$ cat config.mk
export PLATFORM = sky130hd
export DESIGN_NAME = muldiv_sequencer_flat
export DESIGN_NICKNAME = d
export VERILOG_FILES = /design/src/rtl/muldiv_sequencer_if.sv /design/src/rtl/muldiv_sequencer.sv /design/src/flat_wrapper.sv
export SDC_FILE = /design/constraint.sdc
export NUM_CORES = 1
export LEC_CHECK = 0
export ABC_AREA = 0
export BUFFER_PORTS_ARGS = -buffer_cell sky130_fd_sc_hd__buf_2
export CAP_MARGIN = 20
export CORE_MARGIN = 8
export CORE_UTILIZATION = 62
export CTS_BUF_LIST = sky130_fd_sc_hd__clkbuf_8
export DETAILED_ROUTE_END_ITERATION = 10
export GPL_TIMING_DRIVEN = 1
export HOLD_SLACK_MARGIN = 0.06
export PLACE_DENSITY = 0.89
export SLEW_MARGIN = 20
export SYNTH_ARGS = -nofsm -noshare
export SYNTH_HDL_FRONTEND = slang
export SYNTH_SLANG_ARGS = --single-unit
$ cat constraint.sdc
create_clock -name clk -period 5.5 [get_ports clk]
set_input_delay 0.825 -clock clk [delete_from_list [all_inputs] [get_ports clk]]
set_output_delay 0.825 -clock clk [all_outputs]
set_load 0.1 [all_outputs]
$ cat src/rtl/muldiv_sequencer_if.sv
// Execute-stage bundle between the pipeline/ALU side and the multiply/divide
// sequencer. The master side owns the request and the shared ALU result. The
// slave side (the sequencer) owns status, results and the ALU operand drive.
interface muldivSequencerIf #(
    parameter int WIDTH = 32
);
    logic             StartE;
    logic             OpE;
    logic [WIDTH-1:0] SrcAE;
    logic [WIDTH-1:0] SrcBE;
    logic             BusyE;
    logic             DoneE;
    logic [WIDTH-1:0] HiE;
    logic [WIDTH-1:0] LoE;
    logic [WIDTH-1:0] AluSrcA;
    logic [WIDTH-1:0] AluSrcB;
    logic [2:0]       AluControl;
    logic [WIDTH-1:0] AluResult;

    modport master (
        output StartE, OpE, SrcAE, SrcBE, AluResult,
        input  BusyE, DoneE, HiE, LoE, AluSrcA, AluSrcB, AluControl
    );

    modport slave (
        input  StartE, OpE, SrcAE, SrcBE, AluResult,
        output BusyE, DoneE, HiE, LoE, AluSrcA, AluSrcB, AluControl
    );
endinterface

$ cat src/rtl/muldiv_sequencer.sv
// Iterative unsigned multiply (shift-add) and divide (restoring) sequencer.
// It borrows the shared ALU for one add or subtract per cycle over WIDTH
// cycles. It holds the pipeline through BusyE until the registered result is
// presented with a one-cycle DoneE pulse.
module muldiv_sequencer #(
    parameter int WIDTH = 32
) (
    input  logic              clk,
    input  logic              reset,
    muldivSequencerIf.slave   bus
);
    localparam int CNTW = $clog2(WIDTH) + 1;

    typedef enum logic [1:0] {
        IDLE = 2'd0,
        MUL  = 2'd1,
        DIV  = 2'd2,
        DONE = 2'd3
    } seqStateT;

    localparam logic [2:0] ALU_ADD = 3'd0;
    localparam logic [2:0] ALU_SUB = 3'd1;

    seqStateT         state, stateNext;
    logic [CNTW-1:0]  count, countNext;
    // acc: P_hi / remainder R, shiftReg: P_lo / quotient Q,
    // operand: multiplicand M / divisor D.
    logic [WIDTH-1:0] acc, accNext;
    logic [WIDTH-1:0] shiftReg, shiftNext;
    logic [WIDTH-1:0] operand, operandNext;
    logic [WIDTH-1:0] hiReg, hiNext;
    logic [WIDTH-1:0] loReg, loNext;
    logic [WIDTH-1:0] aluA, aluB;
    logic [2:0]       aluCtl;

    // Add carry-out recovered from the ALU sum, which wraps below P_hi on overflow.
    logic             carry;
    // Partial remainder shifted left with the next dividend bit.
    logic [WIDTH-1:0] divS;
    // A set top bit of R means S really has WIDTH+1 bits and is certainly >= D.
    logic             divTake;

    assign carry   = (bus.AluResult < acc);
    assign divS    = {acc[WIDTH-2:0], shiftReg[WIDTH-1]};
    assign divTake = acc[WIDTH-1] | (divS >= operand);

    // State and datapath registers; reset aborts any operation and clears results.
    // NOTE: sequential state uses non-blocking assignments so every register
    // samples the values from before the edge, whatever order they are written in.
    always_ff @(posedge clk or negedge reset) begin
        if (!reset) begin
            state    <= IDLE;
            count    <= '0;
            acc      <= '0;
            shiftReg <= '0;
            operand  <= '0;
            hiReg    <= '0;
            loReg    <= '0;
        end else begin
            state    <= stateNext;
            count    <= countNext;
            acc      <= accNext;
            shiftReg <= shiftNext;
            operand  <= operandNext;
            hiReg    <= hiNext;
            loReg    <= loNext;
        end
    end

    // Next-state, iteration datapath and ALU drive.
    // NOTE: every output of this block gets a default first, so no path through
    // the case statement can leave a value unassigned and infer a latch.
    always_comb begin
        stateNext   = state;
        countNext   = count;
        accNext     = acc;
        shiftNext   = shiftReg;
        operandNext = operand;
        hiNext      = hiReg;
        loNext      = loReg;
        aluA        = '0;
        aluB        = '0;
        aluCtl      = ALU_ADD;

        case (state)
            IDLE: begin
                if (bus.StartE) begin
                    accNext   = '0;
                    countNext = CNTW'(WIDTH);
                    if (!bus.OpE) begin
                        operandNext = bus.SrcAE;
                        shiftNext   = bus.SrcBE;
                        stateNext   = MUL;
                    end else begin
                        operandNext = bus.SrcBE;
                        shiftNext   = bus.SrcAE;
                        if (bus.SrcBE != '0) begin
                            stateNext = DIV;
                        end else begin
                            // Divide by zero skips the iterations entirely.
                            stateNext = DONE;
                            hiNext    = bus.SrcAE;
                            loNext    = '1;
                        end
                    end
                end
            end

            MUL: begin
                aluA      = acc;
                aluB      = operand;
                aluCtl    = ALU_ADD;
                countNext = count - 1'b1;
                if (shiftReg[0]) begin
                    accNext   = {carry, bus.AluResult[WIDTH-1:1]};
                    shiftNext = {bus.AluResult[0], shiftReg[WIDTH-1:1]};
                end else begin
                    accNext   = {1'b0, acc[WIDTH-1:1]};
                    shiftNext = {acc[0], shiftReg[WIDTH-1:1]};
                end
                if (count == CNTW'(1)) begin
                    stateNext = DONE;
                    hiNext    = accNext;
                    loNext    = shiftNext;
                end
            end

            DIV: begin
                aluA      = divS;
                aluB      = operand;
                aluCtl    = ALU_SUB;
                countNext = count - 1'b1;
                if (divTake) begin
                    accNext   = bus.AluResult;
                    shiftNext = {shiftReg[WIDTH-2:0], 1'b1};
                end else begin
                    accNext   = divS;
                    shiftNext = {shiftReg[WIDTH-2:0], 1'b0};
                end
                if (count == CNTW'(1)) begin
                    stateNext = DONE;
                    hiNext    = accNext;
                    loNext    = shiftNext;
                end
            end

            DONE: begin
                stateNext = IDLE;
            end

            default: begin
                stateNext = IDLE;
            end
        endcase
    end

    assign bus.BusyE      = (state != IDLE);
    assign bus.DoneE      = (state == DONE);
    assign bus.HiE        = hiReg;
    assign bus.LoE        = loReg;
    assign bus.AluSrcA    = aluA;
    assign bus.AluSrcB    = aluB;
    assign bus.AluControl = aluCtl;
endmodule

$ cat src/flat_wrapper.sv
// flat-port wrapper written by rule: the top's interface ports become plain ports
module muldiv_sequencer_flat 
#(
    parameter int WIDTH = 32
)
  (clk, reset, bus_StartE, bus_OpE, bus_SrcAE, bus_SrcBE, bus_AluResult, bus_BusyE, bus_DoneE, bus_HiE, bus_LoE, bus_AluSrcA, bus_AluSrcB, bus_AluControl);
  muldivSequencerIf #(.WIDTH(WIDTH)) bus_i ();
  input  logic clk;
  input  logic reset;
  input wire logic [$bits(bus_i.StartE)-1:0] bus_StartE;
  input wire logic [$bits(bus_i.OpE)-1:0] bus_OpE;
  input wire logic [$bits(bus_i.SrcAE)-1:0] bus_SrcAE;
  input wire logic [$bits(bus_i.SrcBE)-1:0] bus_SrcBE;
  input wire logic [$bits(bus_i.AluResult)-1:0] bus_AluResult;
  output wire logic [$bits(bus_i.BusyE)-1:0] bus_BusyE;
  output wire logic [$bits(bus_i.DoneE)-1:0] bus_DoneE;
  output wire logic [$bits(bus_i.HiE)-1:0] bus_HiE;
  output wire logic [$bits(bus_i.LoE)-1:0] bus_LoE;
  output wire logic [$bits(bus_i.AluSrcA)-1:0] bus_AluSrcA;
  output wire logic [$bits(bus_i.AluSrcB)-1:0] bus_AluSrcB;
  output wire logic [$bits(bus_i.AluControl)-1:0] bus_AluControl;
  assign bus_i.StartE = bus_StartE;
  assign bus_i.OpE = bus_OpE;
  assign bus_i.SrcAE = bus_SrcAE;
  assign bus_i.SrcBE = bus_SrcBE;
  assign bus_i.AluResult = bus_AluResult;
  assign bus_BusyE = bus_i.BusyE;
  assign bus_DoneE = bus_i.DoneE;
  assign bus_HiE = bus_i.HiE;
  assign bus_LoE = bus_i.LoE;
  assign bus_AluSrcA = bus_i.AluSrcA;
  assign bus_AluSrcB = bus_i.AluSrcB;
  assign bus_AluControl = bus_i.AluControl;
  muldiv_sequencer #(.WIDTH(WIDTH)) u_core (.clk(clk), .reset(reset), .bus(bus_i));
endmodule
==> reports/summary.txt <==
Detailed Place HPWL: 26,700 um
reg2reg path depth: 10
fmax: 251 MHz
layout cells sized above 1: 26.5%
Layout area overhead: 13.8%
global-route wire length before repair: 58,000 um
Post-route DRC: 0
Adder-Cell Fraction of Synth Area: 7.65%
simple-gate share of the synthesized area: 12.5%
R2R Path Start: u_core.operand[28]$_DFFE_PN0P_
wire length on met1: 15,000 um
reg-to-reg endpoint: u_core.bus.HiE[26]$_DFFE_PN0P_
cts bufs inserted: 17
crit-path cells: inv_1 -> ha_2 -> clkinv_2 -> a21oi_1 -> buf_2
area of the die: 22,800 sq um
metal2 WL: 16,800 um
Worst-Margin Slew: 1.13 ns
Finish-stage setup viols: 0
GR Util All Layers: 32.2%
initial DRC count: 1,491
Crit path max-delay family: buffers and inverters
CTS Hold Buffers Added: 0
metal3 WL: 4460 um
Post-Syn Instances: 1,300
final max-slew violation count: 0
commonest non-fill, non-tap cells in the layout: 229 x buf_2, 183 x nand2_1, 167 x dfrtp_1
TritonCTS clock tree: built
Clock Latency Late Sink: 0.47 ns
Crit path buffers/inverters: 3
TNS Setup: 0 ns
Yosys reg bits: 168
top routing layer used: met5
startpoint types: flip-flop
routability cong.: 0.911
crit share post-route: 72.6%
final hold vios: 0
Inst Count DP: 1,670
Finished Layout Cells: 1,703
number of global-route vias before repair: 10,600
row count: 49
multi-input logic area: 6410 sq um
Rel. slew slack: 24.4%
H-Tree Depth: 4
Synth Area in Compound Gates: 23.9%
max_cap viols: 0
Vias/cell: 6.61
Wirelength per Cell: 21.9 um
Yosys cell types: 49
Slowest Stage Delay on Critical Path: 0.70 ns
crit path time final: 3.99 ns
Final Skew: 0.0184 ns
CTS Root Cell: clkbuf_8
clk slew on worst S/H paths: 0.10 ns
post-cts sizing count: 0
First-pass DRT Iterations: 8
sequential cell area: 4210 sq um
Port Buffers: 230
crit-path max FO: 66
io pins: 233
Layout Nets: 1,629
mux share of post-synthesis cell area: 12.2%
DIE WIDTH: 151 um
global route total overflow: 0
EDFF count, synth: 0
Post-Route WL: 37,300 um
share of synthesized flip-flops with an asynchronous set or reset: 100%
yosys warns: 0
Vert. Die Dim: 151 um
commonest non-fill, non-tap cell in the layout: buf_2
Slowest cell on crit path: clkinv_2
WS Path Type: reg -> out
RSZ-0062 raised after global routing: no
XOR/XNOR share of the synthesized area: 0.0776%
Post-CTS Setup Repair Bufs: 0
Vias: 11,300
core area: 17,900 sq um
CP required: 4.68 ns
DRT antenna net count: 0
CP arrival: 3.17 ns
HP Class: in -> async
Mean Syn Cell Area: 8.68 sq um
largest net degree at the start of global routing: 105
filler instances: 1,380
Initial Utilization: 63.0%
initial antenna violation count: 4
clk buf depth: 2
r2r setup slk: 1.94 ns
outcome: finished clean
sequential-to-total area share from yosys stat: 37.3%
Synth Flop Type: dfrtp_1
Num Clock Sinks: 168
Mapped Area: 11,300 sq um
CP endpoint kind: output port
main combinational cell family by area after synthesis: compound AO/OA/AOI/OAI gates
==> worst max path at each step <==
stage / startpoint / end / slack, ns / cells past startpoint
after floorplan: u_core.state[0]$_DFFE_PN0P_ / bus_AluSrcA[2] / 1.24 / 6
after global placement: bus_SrcBE[23] / u_core.bus.HiE[29]$_DFFE_PN0P_ / 1.67 / 9
after detailed placement: bus_SrcBE[23] / u_core.bus.HiE[18]$_DFFE_PN0P_ / 1.66 / 9
after CTS: u_core.state[1]$_DFFE_PN0P_ / bus_AluSrcA[26] / 1.66 / 6
after global routing: u_core.state[0]$_DFFE_PN0P_ / bus_AluSrcA[30] / 1.38 / 5
final: u_core.state[0]$_DFFE_PN0P_ / bus_AluSrcA[0] / 1.51 / 5
==> cell type report <==
type / instances / share of cell area, %
Antenna cell: 1 / 0.0195
Clock buffer: 17 / 1.82
Clock inverter: 15 / 1.21
Inverter: 71 / 2.09
Multi-Input combinational cell: 957 / 49.9
Sequential cell: 168 / 32.8
Tap cell: 229 / 2.23
Timing Repair Buffer: 245 / 9.99
==> sequential cells by signal, summed over array words and instances (netlist names) <==
name and count:
u_core.operand 32, u_core.count 6, u_core.bus.LoE 32, u_core.shiftReg 32, u_core.state 2, u_core.bus.HiE 32, u_core.acc 32
==> cell families after synthesis <==
| kind of cell | after synthesis |
|---|---|
| adders and majority gates | 69 |
| AOI/OAI and AO/OA | 424 |
| muxes | 130 |
| and+or+nand+nor | 331 |
| xor gates and xnor gates | 1 |
| DFF | 168 |
| other | 1 |
| buffers and inverters | 176 |
==> metal layers <==
metal | vias up | track usage [%]
met5 | - | 0
met4 | 6 | 11.0
met3 | 99 | 8.52
met2 | 769 | 48.6
met1 | 5335 | 44.0
li1 | 5051 | -
==> cells in the mapped netlist, types with 13 or more instances <==
library cell	number	share of area (%)
nand2_1	184	6.1
dfrtp_1	168	37
o21ai_0	142	6.3
a21oi_1	89	3.9
nor2_1	80	2.7
inv_1	70	2.3
ha_1	69	7.6
clkbuf_1	68	2.3
mux2i_1	66	5.9
a31oi_1	64	3.5
mux2_2	64	6.4
a211oi_1	36	2.4
a41oi_1	33	2.6
or2_2	32	1.8
a221o_1	31	2.7
buf_2	19	0.84
buf_1	13	0.43
==> stage by stage <==
stage | hold WS, ns | setup WS [ns] | area (sq um) | utilization [%]
after floorplan | 0.472 | 1.24 | 11300 | -
after CTS | 0.390 | 1.66 | 12800 | 71.7
after global placement | 0.486 | 1.67 | 12400 | 69.5
final | 0.350 | 1.51 | 12800 | 71.7
after global routing | 0.405 | 1.38 | 12800 | 71.7
after detailed placement | 0.491 | 1.66 | 12400 | 69.5
Power is left out: the tool's default activity adds up to more than one toggle a clock period on the data nets, which glitch-free logic cannot reach.
